### src/rtl/xbus_disk_ctrl.sv
// CADR xbus disk controller: register slave at DECODE_BASE plus DMA master running CCW lists.
// Optional build macro XBUS_DISK_NXM_CHECK_EN aborts on a granted but undecoded master cycle.
module xbus_disk_ctrl #(
  parameter logic [21:0] DECODE_BASE = 22'o17377770,
  parameter int          BLOCK_WORDS = 256
) (
  input  logic        mclk,
  input  logic        reset,
  input  logic [21:0] addrin,
  output logic [21:0] addrout,
  input  logic [31:0] datain,
  output logic [31:0] dataout,
  input  logic        reqin,
  input  logic        writein,
  output logic        ackout,
  output logic        decodeout,
  output logic        reqout,
  output logic        writeout,
  input  logic        grantin,
  input  logic        decodein,
  output logic        interrupt,
  output logic        dsk_req,
  output logic        dsk_write,
  output logic [39:0] dsk_addr,
  output logic [31:0] dsk_wdata,
  input  logic [31:0] dsk_rdata,
  input  logic        dsk_ack
);
  localparam int IDX_W = $clog2(BLOCK_WORDS);
  localparam logic [3:0] OP_READ  = 4'o00;
  localparam logic [3:0] OP_WRITE = 4'o11;

  typedef enum logic [2:0] {
    IDLE, CCW_REQ, DSK_RD, MEM_WR, MEM_RD, DSK_WR, NEXT, DONE
  } state_t;

  state_t state, state_nxt;

  logic [3:0]        op;
  logic              ie, done, nxm, more;
  logic [21:0]       clp;
  logic [31:0]       da, word, rd_data;
  logic [21-IDX_W:0] page;
  logic [IDX_W-1:0]  idx;
  logic              idle, slv_wr, start, last_idx, xfer_ok, xfer_abort;

  // Master handshake: reqout holds with addrout/writeout/dataout stable until the
  // accepting cycle (grant, plus decode when checked); the FSM leaves the request
  // state on that edge, so reqout is low at least one cycle between requests.
`ifdef XBUS_DISK_NXM_CHECK_EN
  assign xfer_ok    = grantin & decodein;
  assign xfer_abort = grantin & ~decodein;
`else
  logic unused_decodein;
  assign unused_decodein = decodein;
  assign xfer_ok    = grantin;
  assign xfer_abort = 1'b0;
`endif

  assign decodeout = (addrin[21:3] == DECODE_BASE[21:3]);
  assign idle      = (state == IDLE);
  // One write per slave access, on the edge that raises ackout; ignored while busy.
  assign slv_wr    = reqin & decodeout & writein & ~ackout & idle;
  assign start     = slv_wr & (addrin[2:0] == 3'd3);
  assign last_idx  = &idx;

  assign addrout   = (state == MEM_WR || state == MEM_RD) ? {page, idx} : clp;
  assign dsk_addr  = {da, 8'(idx)};
  assign dsk_wdata = word;
  assign interrupt = done & ie;

  always_ff @(posedge mclk) begin
    if (reset) state <= IDLE;
    else       state <= state_nxt;
  end

  always_comb begin
    state_nxt = state;
    reqout    = 1'b0;
    writeout  = 1'b0;
    dsk_req   = 1'b0;
    dsk_write = 1'b0;
    case (state)
      IDLE:    if (start) state_nxt = (op == OP_READ || op == OP_WRITE) ? CCW_REQ : DONE;
      CCW_REQ: begin
        reqout = 1'b1;
        if (xfer_abort)   state_nxt = IDLE;
        else if (xfer_ok) state_nxt = (op == OP_READ) ? DSK_RD : MEM_RD;
      end
      DSK_RD: begin
        dsk_req = 1'b1;
        if (dsk_ack) state_nxt = MEM_WR;
      end
      MEM_WR: begin
        reqout   = 1'b1;
        writeout = 1'b1;
        if (xfer_abort)   state_nxt = IDLE;
        else if (xfer_ok) state_nxt = last_idx ? NEXT : DSK_RD;
      end
      MEM_RD: begin
        reqout = 1'b1;
        if (xfer_abort)   state_nxt = IDLE;
        else if (xfer_ok) state_nxt = DSK_WR;
      end
      DSK_WR: begin
        dsk_req   = 1'b1;
        dsk_write = 1'b1;
        if (dsk_ack) state_nxt = last_idx ? NEXT : MEM_RD;
      end
      NEXT:    state_nxt = more ? CCW_REQ : DONE;
      DONE:    state_nxt = IDLE;
      default: state_nxt = IDLE;
    endcase
  end

  always_ff @(posedge mclk) begin
    if (reset) begin
      ackout <= 1'b0;
      op     <= '0;
      ie     <= 1'b0;
      done   <= 1'b0;
      nxm    <= 1'b0;
      more   <= 1'b0;
      clp    <= '0;
      da     <= '0;
      page   <= '0;
      idx    <= '0;
      word   <= '0;
    end else begin
      ackout <= reqin & decodeout;
      if (slv_wr) begin
        case (addrin[2:0])
          3'd0: begin
            op   <= datain[3:0];
            ie   <= datain[11];
            done <= 1'b0;
            nxm  <= 1'b0;
          end
          3'd1:    clp <= datain[21:0];
          3'd2:    da  <= datain;
          default: ;
        endcase
      end
      if (reqout && xfer_abort) begin
        nxm  <= 1'b1;
        done <= 1'b1;
      end
      case (state)
        CCW_REQ: if (xfer_ok) begin
          page <= datain[21:IDX_W];
          more <= datain[0];
          idx  <= '0;
        end
        DSK_RD:  if (dsk_ack) word <= dsk_rdata;
        MEM_WR:  if (xfer_ok) idx <= idx + IDX_W'(1);
        MEM_RD:  if (xfer_ok) word <= datain;
        DSK_WR:  if (dsk_ack) idx <= idx + IDX_W'(1);
        NEXT: begin
          da <= da + 32'd1;
          if (more) clp <= clp + 22'd1;
        end
        DONE:    done <= 1'b1;
        default: ;
      endcase
    end
  end

  always_comb begin
    rd_data = '0;
    case (addrin[2:0])
      3'd0:    rd_data = {20'd0, ie, 6'd0, nxm, done, 2'd0, idle};
      3'd1:    rd_data = {10'd0, addrout};
      3'd2:    rd_data = da;
      default: rd_data = '0;
    endcase
  end

  // The bus cycle belongs to the master while a memory write is requested.
  assign dataout = (reqout & writeout) ? word : rd_data;

endmodule

### config.mk
export PLATFORM = sky130hd
export DESIGN_NAME = xbus_disk_ctrl
export DESIGN_NICKNAME = d
export VERILOG_FILES = /design/src/rtl/xbus_disk_ctrl.sv
export SDC_FILE = /design/constraint.sdc
export NUM_CORES = 1
export LEC_CHECK = 0
export ABC_AREA = 1
export CAP_MARGIN = 30
export CELL_PAD_IN_SITES_DETAIL_PLACEMENT = 0
export CELL_PAD_IN_SITES_GLOBAL_PLACEMENT = 1
export CORE_MARGIN = 5
export CORE_UTILIZATION = 32
export DETAILED_ROUTE_END_ITERATION = 10
export PLACE_DENSITY = 0.89
export REMOVE_ABC_BUFFERS = 1
export SYNTH_ARGS = -nofsm -noshare
export SYNTH_HDL_FRONTEND = slang
export SYNTH_SLANG_ARGS = --single-unit
### constraint.sdc
create_clock -name mclk -period 2.3 [get_ports mclk]
set_input_delay 0.46 -clock mclk [delete_from_list [all_inputs] [get_ports mclk]]
set_output_delay 0.46 -clock mclk [all_outputs]
set_load 0.01 [all_outputs]
== Yosys cells after proc, flatten, opt, wreduce, memory -nomap -nowiden ==
Cells that the tools add are included.
Storage, ports and cells
  bits of input ports: 93
  logic and storage cells: 97
  bits in registers: 119
  output and inout bits: 133
Cells by class
  reduce and logical (&&, ||, !) cells: 21
  bitwise gates (word level): 8
  mux-type cells: 36
  equality and inequality tests: 18
  add/subtract/negate cells: 3
Operator list (number)
  $mux W32: 6
  $mux W22: 5
  $pmux W32 S3: 1
  $pmux W32 S2: 1
  $add A32 B1 Y32 const B: 1
  $mux W3: 10
  $mux W8: 3
  $pmux W3 S8: 1
  $pmux W8 S3: 1
  $add A22 B1 Y22 const B: 1
  $eq A19 B19 Y1 const B: 1
  $eq A3 B2 Y1 const B: 4
  $eq A3 B3 Y1 const B: 4
  $ne A2 B2 Y1 const B: 5
  $reduce_bool A2 Y1: 5
  $add A8 B1 Y8 const B: 1
  $reduce_and A2 Y1: 4
  $reduce_and A8 Y1: 1
  $and A1 B1 Y1: 7
  $mux W1: 7
  $eq A3 B1 Y1 const B: 2
  $logic_not A3 Y1: 2
  $reduce_and A6 Y1: 1
  $eq A4 B4 Y1 const B: 1
  other kinds (10): 11

== Depth between registers and ports, before layout ==
  depth in word-level cells: 8
  gate-level depth with buffers: 12
  mapped depth without buffers: 12

== Worst setup path before layout ==
No wires, ideal clock.
  path kind: reg2out
  start point: reg state[1]
  end point: out dataout[2]
  buffers on the path: 3
  arrival: 1.688 ns
  path slack: 0.152 ns
  required time: 1.840 ns
  stages on the path, launching flop included: 11
  path through: dfxtp_1 > buf_2 > nor2_4 > nand2_1 > buf_4 > nand2_2 > buf_2 > o21ai_0 > nand2_1 > a21oi_1 > a21o_1
Between the ends
  word-level cells in the longest chain between the ends: 5
  elaborated cells between the ends (all ways): 11
  those cells by class: eq/ne: 3; mux: 5; bitwise: 1; reduce/logical: 2
Ends and longest elaborated chain
  start: declaration: line 37  | state_t state, state_nxt;
  start signal: assignment: line 74  | else state <= state_nxt;
  $eq A3 B2 Y1 or $eq A3 B3 Y1 (tied branches): line 67  | assign addrout = (state == MEM_WR || state == MEM_RD) ? {page, idx} : clp;
  $logic_or A1 B1 Y1 (*): line 67
  $mux W22 (*): line 67
  named net addrout[2]: line 10  | output logic [21:0] addrout,
  $pmux W32 S3 (*): line 170  | case (addrin[2:0])
  $mux W32 (*): line 179  | assign dataout = (reqout & writeout) ? word : rd_data;
  end: declaration: line 12  | output logic [31:0] dataout,
Mark *: on every way through the listed nets, which the timed path passes. The rest lies on a longest branch.

== Worst setup path after layout ==
  start point: reg state[2]
  end point: out dataout[10]
Between the ends
  word-level cells in the longest chain between the ends: 5
  elaborated cells between the ends (all ways): 11
  those cells by class: eq/ne: 3; mux: 5; bitwise: 1; reduce/logical: 2
Ends and longest elaborated chain (line)
  $eq A3 B2 Y1 (tied with other cells): 67, 83
  $logic_or A1 B1 Y1 or $reduce_or A3 Y1 (tied branches)
  $mux W22 or $mux W1 (tied branches): 67, 83
  $pmux W32 S3 or $and A1 B1 Y1 (tied branches): 170, 179
  $mux W32 (*): 179
Every way passes the cells marked *; elsewhere a longest branch is shown, timed or not.

==> results.tsv <==
metric	value	unit
status	finished with violations	
failing checks	setup timing	
fmax	393	MHz
# diodes	0	
synthesized cell area	0.00778	sq mm
Netlist cell types	41	
Clock Skew	0.00973	ns
antenna viol nets, final	0	
Root Driver	clkbuf_16	
post-synth top area cell	dfxtp_1	
vias per std cell	5.29	
worst slew pin tran	0.654	ns
cell area after layout	0.0127	sq mm
Via Count	10400	
most common cell in the netlist	nand2_1	
Total GRT Usage	25.0	%
synthesized netlist cell count	1315	
Reg clk slew, reported paths	0.06	ns
Power Density	580	mW/mm^2
CP max stage delay	0.33	ns
DR iter-0 viols	950	
critical path data required time	1.84	ns
max-cap violations	0	
Pleak	0.00542	uW
fin. max-slew vios	0	
global-route wire length before repair	55.1	mm
slowest cell on the critical path	dfxtp_2	
Final #Nets	1731	
drc violations	0	
TritonCTS clock tree	done	
number of flops mapped to enable cells by yosys	0	
Tmin final	2.55	ns
pin count of the biggest net entering global routing	72	
fin cells	1971	
CP startpoint kind	flop	
yosys warns	0	
Worst IR Drop VDD	0.000458	V
worst skew pair latency	0.43	ns
placed cells	1905	
worst-path maximum fanout	6	
Die ar.	0.0275	sq mm
Synth area leaders	dfxtp_1, nand2_1, nand3_1	
Hold Path Class	reg2reg	
fraction of layout cells with a size suffix above 1	20.5	%
vias in the first global route	9866	
core area	0.0241	sq mm
final worst slack	-0.245	ns
Ports	226	
Starting Density	32.3	%
GPL Wtd Cong	0.894	
Synth async-reset ratio	0	%
Die X	166	um
Critical Path Sink Type	primary output	
final setup vio count	40	
leading register cell type out of synthesis	dfxtp_1	
critical path cell sequence	inv_2, nand2_2, inv_2, nand2_4, nand2_8, buf_12, buf_16, o21ai_4, buf_6, nand2_2, o21ai_1, nand2_1, nand2_1, buf_2	
global route overflow	0	
commonest cells in the synthesized netlist	nand2_1, nor2_1, nand3_1, dfxtp_1, inv_1	
initial antenna violation count	0	
RSZ-0062 raised after global routing	yes	
Final Hold Fails	0	
# rows	57	
Wirelength per Cell	18.4	um
Placement Cell Area	0.0111	sq mm
htree depth	4	
critical path type	reg2out	
# port buffers	224	
clock sinks	119	
hpwl dp	25.4	mm
fill count	2423	
cts bufs inserted	17	
Seq/Total Area, Yosys	30.6	%
Yosys top cell area share	30.6	%
TritonRoute pass-1 iters	6	
Final Cycle Share	111	%
Area Overhead vs Synth	63.5	%
clock buffer depth	2	
Die Y	166	um
critical path data arrival time	2.09	ns
final WL	36.2	mm
syn avg cell area	5.92	sq um
Hold-fix buffers, CTS	0	
Worst slew margin	56.4	%
synthesized flop and latch total	119	
==> stage by stage <==
step / utilization (%) / power, uW / worst slack (ns) / hold slack, ns / setup TNS (ns)
after floorplan: - / 3150 / -1.73 / 0.432 / -126.44
after global placement: 46.0 / 4170 / -0.512 / 0.438 / -14.25
after detailed placement: 46.0 / 4190 / -0.544 / 0.442 / -16.72
after CTS: 51.5 / 7270 / -0.221 / 0.462 / -4.51
after global routing: 52.8 / 7650 / -0.327 / 0.493 / -9.12
final: 52.8 / 7370 / -0.245 / 0.460 / -5.20
==> report_power, final <==
group / switching (uW) / total [uW] / internal [uW]
Combinational: 1120 / 2040 / 923
Sequential: 157 / 2420 / 2270
Clock: 1030 / 2910 / 1880
Total: 2300 / 7370 / 5070
==> kinds of logic (layout without fill, tap and decap cells) <==
logic type      after synthesis  after routing  synth area share (%)
buf+inv                     186            518                  9.39
simple gates                746            746                  40.7
flops                       119            119                  30.6
fa+ha+maj                     3              3                 0.483
xor+xnor                     10             10                  1.13
compound gates              251            251                  17.7
==> critical path: cells and delay by family (launching register included) <==
family,cells,cell delay [ns]
buffers and inverters,6,0.66
AND/OR/NAND/NOR,6,0.43
flip-flops,1,0.33
AO/OA/AOI/OAI,2,0.23
==> sequential cells by signal, summed over array words and instances (netlist names) <==
register   count
state          3
da            32
op             4
ie             1
more           1
clp           22
dsk_wdata     32
page          14
idx            8
done           1
ackout         1
==> what timing repair did <==
item | CTS | global route
gates resized for setup | 368 | 102
gates cloned | 6 | 1
hold endpoints to repair | 0 | 0
setup endpoints to repair | 60 | 98
buffers inserted | 27 | 17
pin swaps | 26 | 32
==> worst paths after layout <==
kind / startpoint / to / slack [ns] / cells past startpoint
worst max-delay path: state[2] / dataout[10] / -0.25 / 14
worst min-delay path: page[13] / page[13] / 0.46 / 2
worst max register to register: state[0] / da[20] / 0.04 / 12
worst min register to register: page[13] / page[13] / 0.46 / 2
==> routing by layer <==
layer | part of all wire (%) | GRT usage, % | vias up
li1 | - | - | 4994
met1 | 41 | 32.2 | 4826
met2 | 46 | 40.4 | 531
met3 | 9.3 | 6.78 | 71
met4 | 3.1 | 8.82 | 0
met5 | 0 | 0 | -
==> area by class of cell <==
cell class	instances	area (sq um)	area share, %
multi-input combinational	1010	5140	40.4
timing repair buffer	370	3710	29.2
sequential	119	2390	18.8
clock buffer	22	474	3.73
inverter	117	453	3.56
tap	324	405	3.19
clock inverter	9	148	1.16
==> cells in the final DEF (no fill, tap or decap), types with 16 or more instances in the layout <==
master	synthesis	layout
nand2_1	403	373
clkdlybuf4s50_1	0	161
nor2_1	138	134
nand3_1	135	133
dfxtp_1	119	116
inv_1	111	107
buf_4	3	82
o21ai_0	108	79
a21oi_1	80	71
buf_6	0	57
a31oi_1	33	33
nand4_1	30	30
buf_2	17	30
nand2_2	2	25
clkbuf_16	0	18
buf_12	0	16
Note: power is estimated with default switching activity, not from simulation.
